$ cat src/rtl/ccd_pattern_gen.sv
// Synthetic CCD source: programmable FVAL/LVAL timing, test patterns and a frame counter.
// Define CCD_PATTERN_NOISE_EN to XOR a 10-bit LFSR into the two pixel LSBs.
module ccd_pattern_gen #(
    parameter int unsigned H_ACTIVE  = 1280,
    parameter int unsigned H_BLANK   = 244,
    parameter int unsigned V_ACTIVE  = 1024,
    parameter int unsigned FV_LV_DLY = 16,
    parameter int unsigned LV_FV_DLY = 16,
    parameter int unsigned V_BLANK   = 4096
) (
    input  logic        iCLK,
    input  logic        iRST,
    input  logic        iSTART,
    input  logic        iSTOP,
    input  logic [1:0]  iMODE,
    output logic [9:0]  oDATA,
    output logic        oFVAL,
    output logic        oLVAL,
    output logic [31:0] oFrame_Cont,
    output logic        oBusy
);

    localparam logic [15:0] HA_LAST = 16'(H_ACTIVE - 1);
    localparam logic [15:0] HB_LAST = 16'(H_BLANK - 1);
    localparam logic [15:0] VA_LAST = 16'(V_ACTIVE - 1);
    localparam logic [15:0] FL_LAST = 16'(FV_LV_DLY - 1);
    localparam logic [15:0] LF_LAST = 16'(LV_FV_DLY - 1);
    localparam logic [15:0] VB_LAST = 16'(V_BLANK - 1);

    typedef enum logic [2:0] {IDLE, F_PRE, L_ACT, L_BLANK, F_POST, V_BLK} state_t;

    state_t      r_state, w_state_nxt;
    logic [15:0] r_cnt, w_cnt_nxt;
    logic [15:0] r_x, w_x_nxt;
    logic [15:0] r_y, w_y_nxt;
    logic [1:0]  r_mode, w_mode_nxt;
    logic        r_stop_pend, w_stop_nxt;
    logic [31:0] w_frame_nxt;
    logic [9:0]  w_pat;
    logic [9:0]  w_noise;
    logic [9:0]  w_data_nxt;

    // Outputs are registered from the next-state values so they align with the state they describe.
    always_comb begin
        w_state_nxt = r_state;
        w_cnt_nxt   = r_cnt;
        w_x_nxt     = r_x;
        w_y_nxt     = r_y;
        w_mode_nxt  = r_mode;
        w_frame_nxt = oFrame_Cont;
        w_stop_nxt  = r_stop_pend | (iSTOP && (r_state != IDLE));
        case (r_state)
            IDLE: begin
                if (iSTART && !iSTOP) begin
                    w_state_nxt = F_PRE;
                    w_cnt_nxt   = '0;
                    w_mode_nxt  = iMODE;
                    w_frame_nxt = oFrame_Cont + 32'd1;
                end
            end
            F_PRE: begin
                if (r_cnt == FL_LAST) begin
                    w_state_nxt = L_ACT;
                    w_cnt_nxt   = '0;
                    w_x_nxt     = '0;
                    w_y_nxt     = '0;
                end else begin
                    w_cnt_nxt = r_cnt + 16'd1;
                end
            end
            L_ACT: begin
                if (r_x == HA_LAST) begin
                    w_state_nxt = (r_y == VA_LAST) ? F_POST : L_BLANK;
                    w_cnt_nxt   = '0;
                end else begin
                    w_x_nxt = r_x + 16'd1;
                end
            end
            L_BLANK: begin
                if (r_cnt == HB_LAST) begin
                    w_state_nxt = L_ACT;
                    w_cnt_nxt   = '0;
                    w_x_nxt     = '0;
                    w_y_nxt     = r_y + 16'd1;
                end else begin
                    w_cnt_nxt = r_cnt + 16'd1;
                end
            end
            F_POST: begin
                if (r_cnt == LF_LAST) begin
                    w_state_nxt = V_BLK;
                    w_cnt_nxt   = '0;
                end else begin
                    w_cnt_nxt = r_cnt + 16'd1;
                end
            end
            V_BLK: begin
                if (r_cnt == VB_LAST) begin
                    w_cnt_nxt = '0;
                    if (w_stop_nxt) begin
                        w_state_nxt = IDLE;
                        w_stop_nxt  = 1'b0;
                    end else begin
                        w_state_nxt = F_PRE;
                        w_mode_nxt  = iMODE;
                        w_frame_nxt = oFrame_Cont + 32'd1;
                    end
                end else begin
                    w_cnt_nxt = r_cnt + 16'd1;
                end
            end
            default: begin
                w_state_nxt = IDLE;
                w_stop_nxt  = 1'b0;
            end
        endcase
    end

    always_comb begin
        w_pat = '0;
        case (w_mode_nxt)
            2'd0:    w_pat = w_x_nxt[9:0];
            2'd1:    w_pat = w_y_nxt[9:0];
            2'd2:    w_pat = (w_x_nxt[4] ^ w_y_nxt[4]) ? 10'h3FF : 10'h000;
            default: w_pat = {w_frame_nxt[1:0], w_x_nxt[7:0]};
        endcase
        w_data_nxt = (w_state_nxt == L_ACT) ? (w_pat ^ w_noise) : '0;
    end

`ifdef CCD_PATTERN_NOISE_EN
    logic [9:0] r_lfsr;

    // r_lfsr holds the value applied to the next L_ACT pixel; it steps once per L_ACT cycle.
    always_ff @(posedge iCLK or negedge iRST) begin
        if (!iRST) begin
            r_lfsr <= 10'h001;
        end else if (w_state_nxt == L_ACT) begin
            r_lfsr <= {r_lfsr[8:0], r_lfsr[9] ^ r_lfsr[6]};
        end
    end

    assign w_noise = {8'b0, r_lfsr[1:0]};
`else
    assign w_noise = '0;
`endif

    always_ff @(posedge iCLK or negedge iRST) begin
        if (!iRST) begin
            r_state     <= IDLE;
            r_cnt       <= '0;
            r_x         <= '0;
            r_y         <= '0;
            r_mode      <= '0;
            r_stop_pend <= 1'b0;
            oFrame_Cont <= '0;
            oDATA       <= '0;
            oFVAL       <= 1'b0;
            oLVAL       <= 1'b0;
            oBusy       <= 1'b0;
        end else begin
            r_state     <= w_state_nxt;
            r_cnt       <= w_cnt_nxt;
            r_x         <= w_x_nxt;
            r_y         <= w_y_nxt;
            r_mode      <= w_mode_nxt;
            r_stop_pend <= w_stop_nxt;
            oFrame_Cont <= w_frame_nxt;
            oDATA       <= w_data_nxt;
            oFVAL       <= (w_state_nxt == F_PRE) || (w_state_nxt == L_ACT) ||
                           (w_state_nxt == L_BLANK) || (w_state_nxt == F_POST);
            oLVAL       <= (w_state_nxt == L_ACT);
            oBusy       <= (w_state_nxt != IDLE);
        end
    end

endmodule
$ cat config.mk
export PLATFORM = sky130hd
export DESIGN_NAME = ccd_pattern_gen
export DESIGN_NICKNAME = d
export VERILOG_FILES = /design/src/rtl/ccd_pattern_gen.sv
export SDC_FILE = /design/constraint.sdc
export NUM_CORES = 1
export LEC_CHECK = 0
export BUFFER_PORTS_ARGS = -buffer_cell sky130_fd_sc_hd__buf_2
export CAP_MARGIN = 20
export CORE_MARGIN = 2
export CORE_UTILIZATION = 55
export CTS_CLUSTER_DIAMETER = 30
export DETAILED_ROUTE_END_ITERATION = 12
export PLACE_DENSITY = 0.74
export SETUP_SLACK_MARGIN = 0.05
export SYNTH_ARGS = -nofsm -noshare
export SYNTH_HDL_FRONTEND = slang
export SYNTH_SLANG_ARGS = --single-unit
$ cat constraint.sdc
create_clock -name iCLK -period 5.8 [get_ports iCLK]
set_input_delay 0.29 -clock iCLK [delete_from_list [all_inputs] [get_ports iCLK]]
set_output_delay 0.29 -clock iCLK [all_outputs]
set_load 0.1 [all_outputs]
==> impl_metrics.env <==
export IMPL_drt_initial_drc_count=283
export IMPL_grt_pass1_wl_um=18840
export IMPL_intPower_w=0.0009111
export IMPL_p_comb_share_pct=3.5
export IMPL_r2r_start="r_cnt[13]$_DFFE_PN0P_"
export IMPL_synth_top_area_share_pct=47.79
export IMPL_via_count=4224
export IMPL_hold_viol_final=0
export IMPL_netlist_instances=530
export IMPL_diodes=0
export IMPL_clock_power_share_pct=39.6
export IMPL_endpoint="r_cnt[13]$_DFFE_PN0P_"
export IMPL_fin_skew_ns=0.01818
export IMPL_synth_top_area_cell="dfrtp_1"
export IMPL_grt_usage_pct=22.98
export IMPL_crit_type="reg -> reg"
export IMPL_clk_latency_ns=0.37
export IMPL_synthesis_area_um2=5184
export IMPL_synthFlopType="dfrtp_1"
export IMPL_critPathArrivalTime_ns=3.29
export IMPL_cts_htree_levels=3
export IMPL_area_delta_synth_final_pct=11.25
export IMPL_ios=51
export IMPL_synthTopCellsByArea="dfrtp_1 48%, xnor2_1 4.7%, nand2_1 4.0%"
export IMPL_cts_setup_buffers=0
export IMPL_fin_crit_sh_pct=52.63
export IMPL_vias_per_cell=6.060
export IMPL_ys_warn_count=0
export IMPL_cap_violations=0
export IMPL_setup_tns_final_ns=0
export IMPL_fin_crit_ns=3.053
export IMPL_start_util_pct=56.37
export IMPL_worst_path_max_fanout=28
export IMPL_synth_seq_area_share_pct=47.79
export IMPL_synth_edff_count=0
export IMPL_setup_viol=0
export IMPL_numPortBuffers=50
export IMPL_fin_nets=591
export IMPL_cts_buffers=9
export IMPL_hpwlAfterDp_um=8063
export IMPL_ant_nets=0
export IMPL_total_power_w=0.001216
export IMPL_drive_above_1_share_pct=15.87
export IMPL_wl_per_cell_um=15.95
export IMPL_path_clk_slew_ns=0.12
export IMPL_core_area_um2=9196
export IMPL_end_kind="flip-flop"
export IMPL_wirelength_um=11110
export IMPL_synth_distinct_cells=61
export IMPL_fp_dieArea_um2=10220
export IMPL_avgSynthCellArea_um2=9.781
export IMPL_grt_max_degree=58
export IMPL_dr_pass1_iters=4
export IMPL_worstReg2RegEnd="r_cnt[13]$_DFFE_PN0P_"
export IMPL_die_w_um=101.1
export IMPL_drcViolationCount=0
export IMPL_whs_ns=0.3103
export IMPL_overflow=0
export IMPL_power_switching_share_pct=25.10
export IMPL_cts_root_buf="clkbuf_8"
export IMPL_row_count=35
export IMPL_reg2regPathDepth=7
export IMPL_clockBufferDepth=2
export IMPL_finalMaxSlewViolations=0
export IMPL_reg2reg_slack_ns=2.75
export IMPL_cts_tree="yes"
export IMPL_cts_sinks=99
export IMPL_fin_util_pct=62.71
export IMPL_relSlewSlack_pct=42.52
export IMPL_critPathLaunchType="flip-flop"
export IMPL_netSwitchingPower_w=0.0003053
export IMPL_synth_seq_cells=99
export IMPL_die_y_um=101.1
export IMPL_max_freq_mhz=327.6
export IMPL_p_per_area_nw_per_um2=210.9
export IMPL_peakVddDrop_uv=145.2
export IMPL_place_congestion=0.9080
export IMPL_grt_pass1_vias=3949
export IMPL_seq_power_share_pct=57.0
export IMPL_tightestPinTransition_ns=0.8622
export IMPL_rsz0062_at_grt="no"
export IMPL_p_leak_nw=2.601
export IMPL_status="finished, final reports clean"
export IMPL_async_reset_ff_share_pct=100.0
export IMPL_crit_required_ns=6.04
export IMPL_antenna_found_initial=0
export IMPL_n_fill_cell=768
export IMPL_crit_start="r_cnt[13]$_DFFE_PN0P_"
export IMPL_hp_class="in -> reg"
export IMPL_syn_nets=540
-- per-layer routing --
metal,vias up,wire length [um],global-route usage (%)
met4,0,188,6.549
met2,111,5143,35.91
met5,-,0,0
li1,2055,-,-
met3,14,457,3.953
met1,2044,5324,33.06
-- how the worst min path moves through the flow --
| stage | startpoint | end | slack [ns] | depth (start not counted) |
|---|---|---|---|---|
| floorplan | iRST | oBusy$_DFF_PN0_ | -0.006 | 0 |
| global placement | iRST | oFrame_Cont[6]$_DFFE_PN0P_ | 0.30 | 1 |
| detailed placement | iRST | oFrame_Cont[7]$_DFFE_PN0P_ | 0.31 | 1 |
| CTS | iMODE[0] | r_mode[0]$_DFF_PN0_ | 0.29 | 3 |
| global route | iMODE[0] | r_mode[0]$_DFF_PN0_ | 0.31 | 3 |
| finish | iMODE[0] | r_mode[0]$_DFF_PN0_ | 0.31 | 3 |
-- per-stage QoR --
| stage | cell area, um2 | std cells | worst slack [ns] |
|---|---|---|---|
| floorplan | 5184 | 530 | 3.126 |
| global placement | 5539 | 680 | 2.898 |
| detailed placement | 5539 | 680 | 2.806 |
| CTS | 5767 | 697 | 2.741 |
| global route | 5767 | 697 | 2.412 |
| finish | 5767 | 697 | 2.747 |
-- worst max-delay path, cell delays in order, from the launching register on --
cell	delay, ns
dfrtp_1	0.47
nor4_4	0.60
nand4_2	0.35
a221oi_1	0.37
o21a_1	0.73
nor2_1	0.12
o21ai_0	0.18
o21ai_0	0.10
-- what timing repair did --
action,in CTS,in global routing
resized for setup,0,0
hold buffers,1,0
hold endpoints to repair,42,0
-- power groups by stage --
stage | Clock, W | Sequential [W] | Combinational (W)
after global routing | 0.000519 | 0.000694 | 0.0000466
after floorplan | 0 | 0.000721 | 0.00000756
final | 0.000481 | 0.000693 | 0.0000420
after detailed placement | 0 | 0.000707 | 0.0000424
after CTS | 0.000490 | 0.000693 | 0.0000430
after global placement | 0 | 0.000707 | 0.0000418
-- sequential cells by signal, indices dropped and copies added (netlist names) --
name	count
oBusy	1
oDATA	10
oFVAL	1
oFrame_Cont	32
oLVAL	1
r_cnt	16
r_mode	2
r_state	3
r_stop_pend	1
r_x	16
r_y	16
-- cells by family after synthesis --
kind of cell | after synthesis | share of synthesized area [%]
AO/OA/AOI/OAI | 127 | 16.36
XOR/XNOR | 41 | 7.072
adder cells (fa/ha/maj) | 4 | 0.9655
buffers and inverters | 26 | 1.931
flip-flops | 99 | 47.79
multiplexers | 6 | 1.303
AND/OR/NAND/NOR | 227 | 24.57
-- cell usage after synthesis, drive strengths merged, types with 8 or more instances --
master	number
o21ai	44
nand2b	8
nand3	35
o31ai	13
dfrtp	99
inv	12
nand2	55
nand4	18
xnor2	28
nor2	39
and3	15
a21oi	16
nor3	8
a31oi	16
xor2	13
and4	11
and2	8
clkbuf	10
nor4	10
-- cell usage in the layout, fill, tap and decap left out, drive strengths merged, types with 9 or more instances in the layout --
master,count
inv,16
nand3,35
nand4,18
and4,11
a21oi,16
and3,15
nor2,39
dfrtp,99
o21ai,44
nand2,55
a31oi,16
o31ai,13
buf,52
xnor2,28
clkbuf,9
xor2,13
nor4,10
-- cell type report --
cell class	count	area, um2	share of cell area [%]
clock inverters	7	93.84	1.627
multi-input cells	405	2606	45.19
clock buffers	9	123.9	2.148
well taps	111	138.9	2.408
repair buffers	53	277.8	4.817
inverters	13	48.80	0.8462
flip-flops and latches	99	2477	42.96
Note: power is estimated with default switching activity, not from simulation.
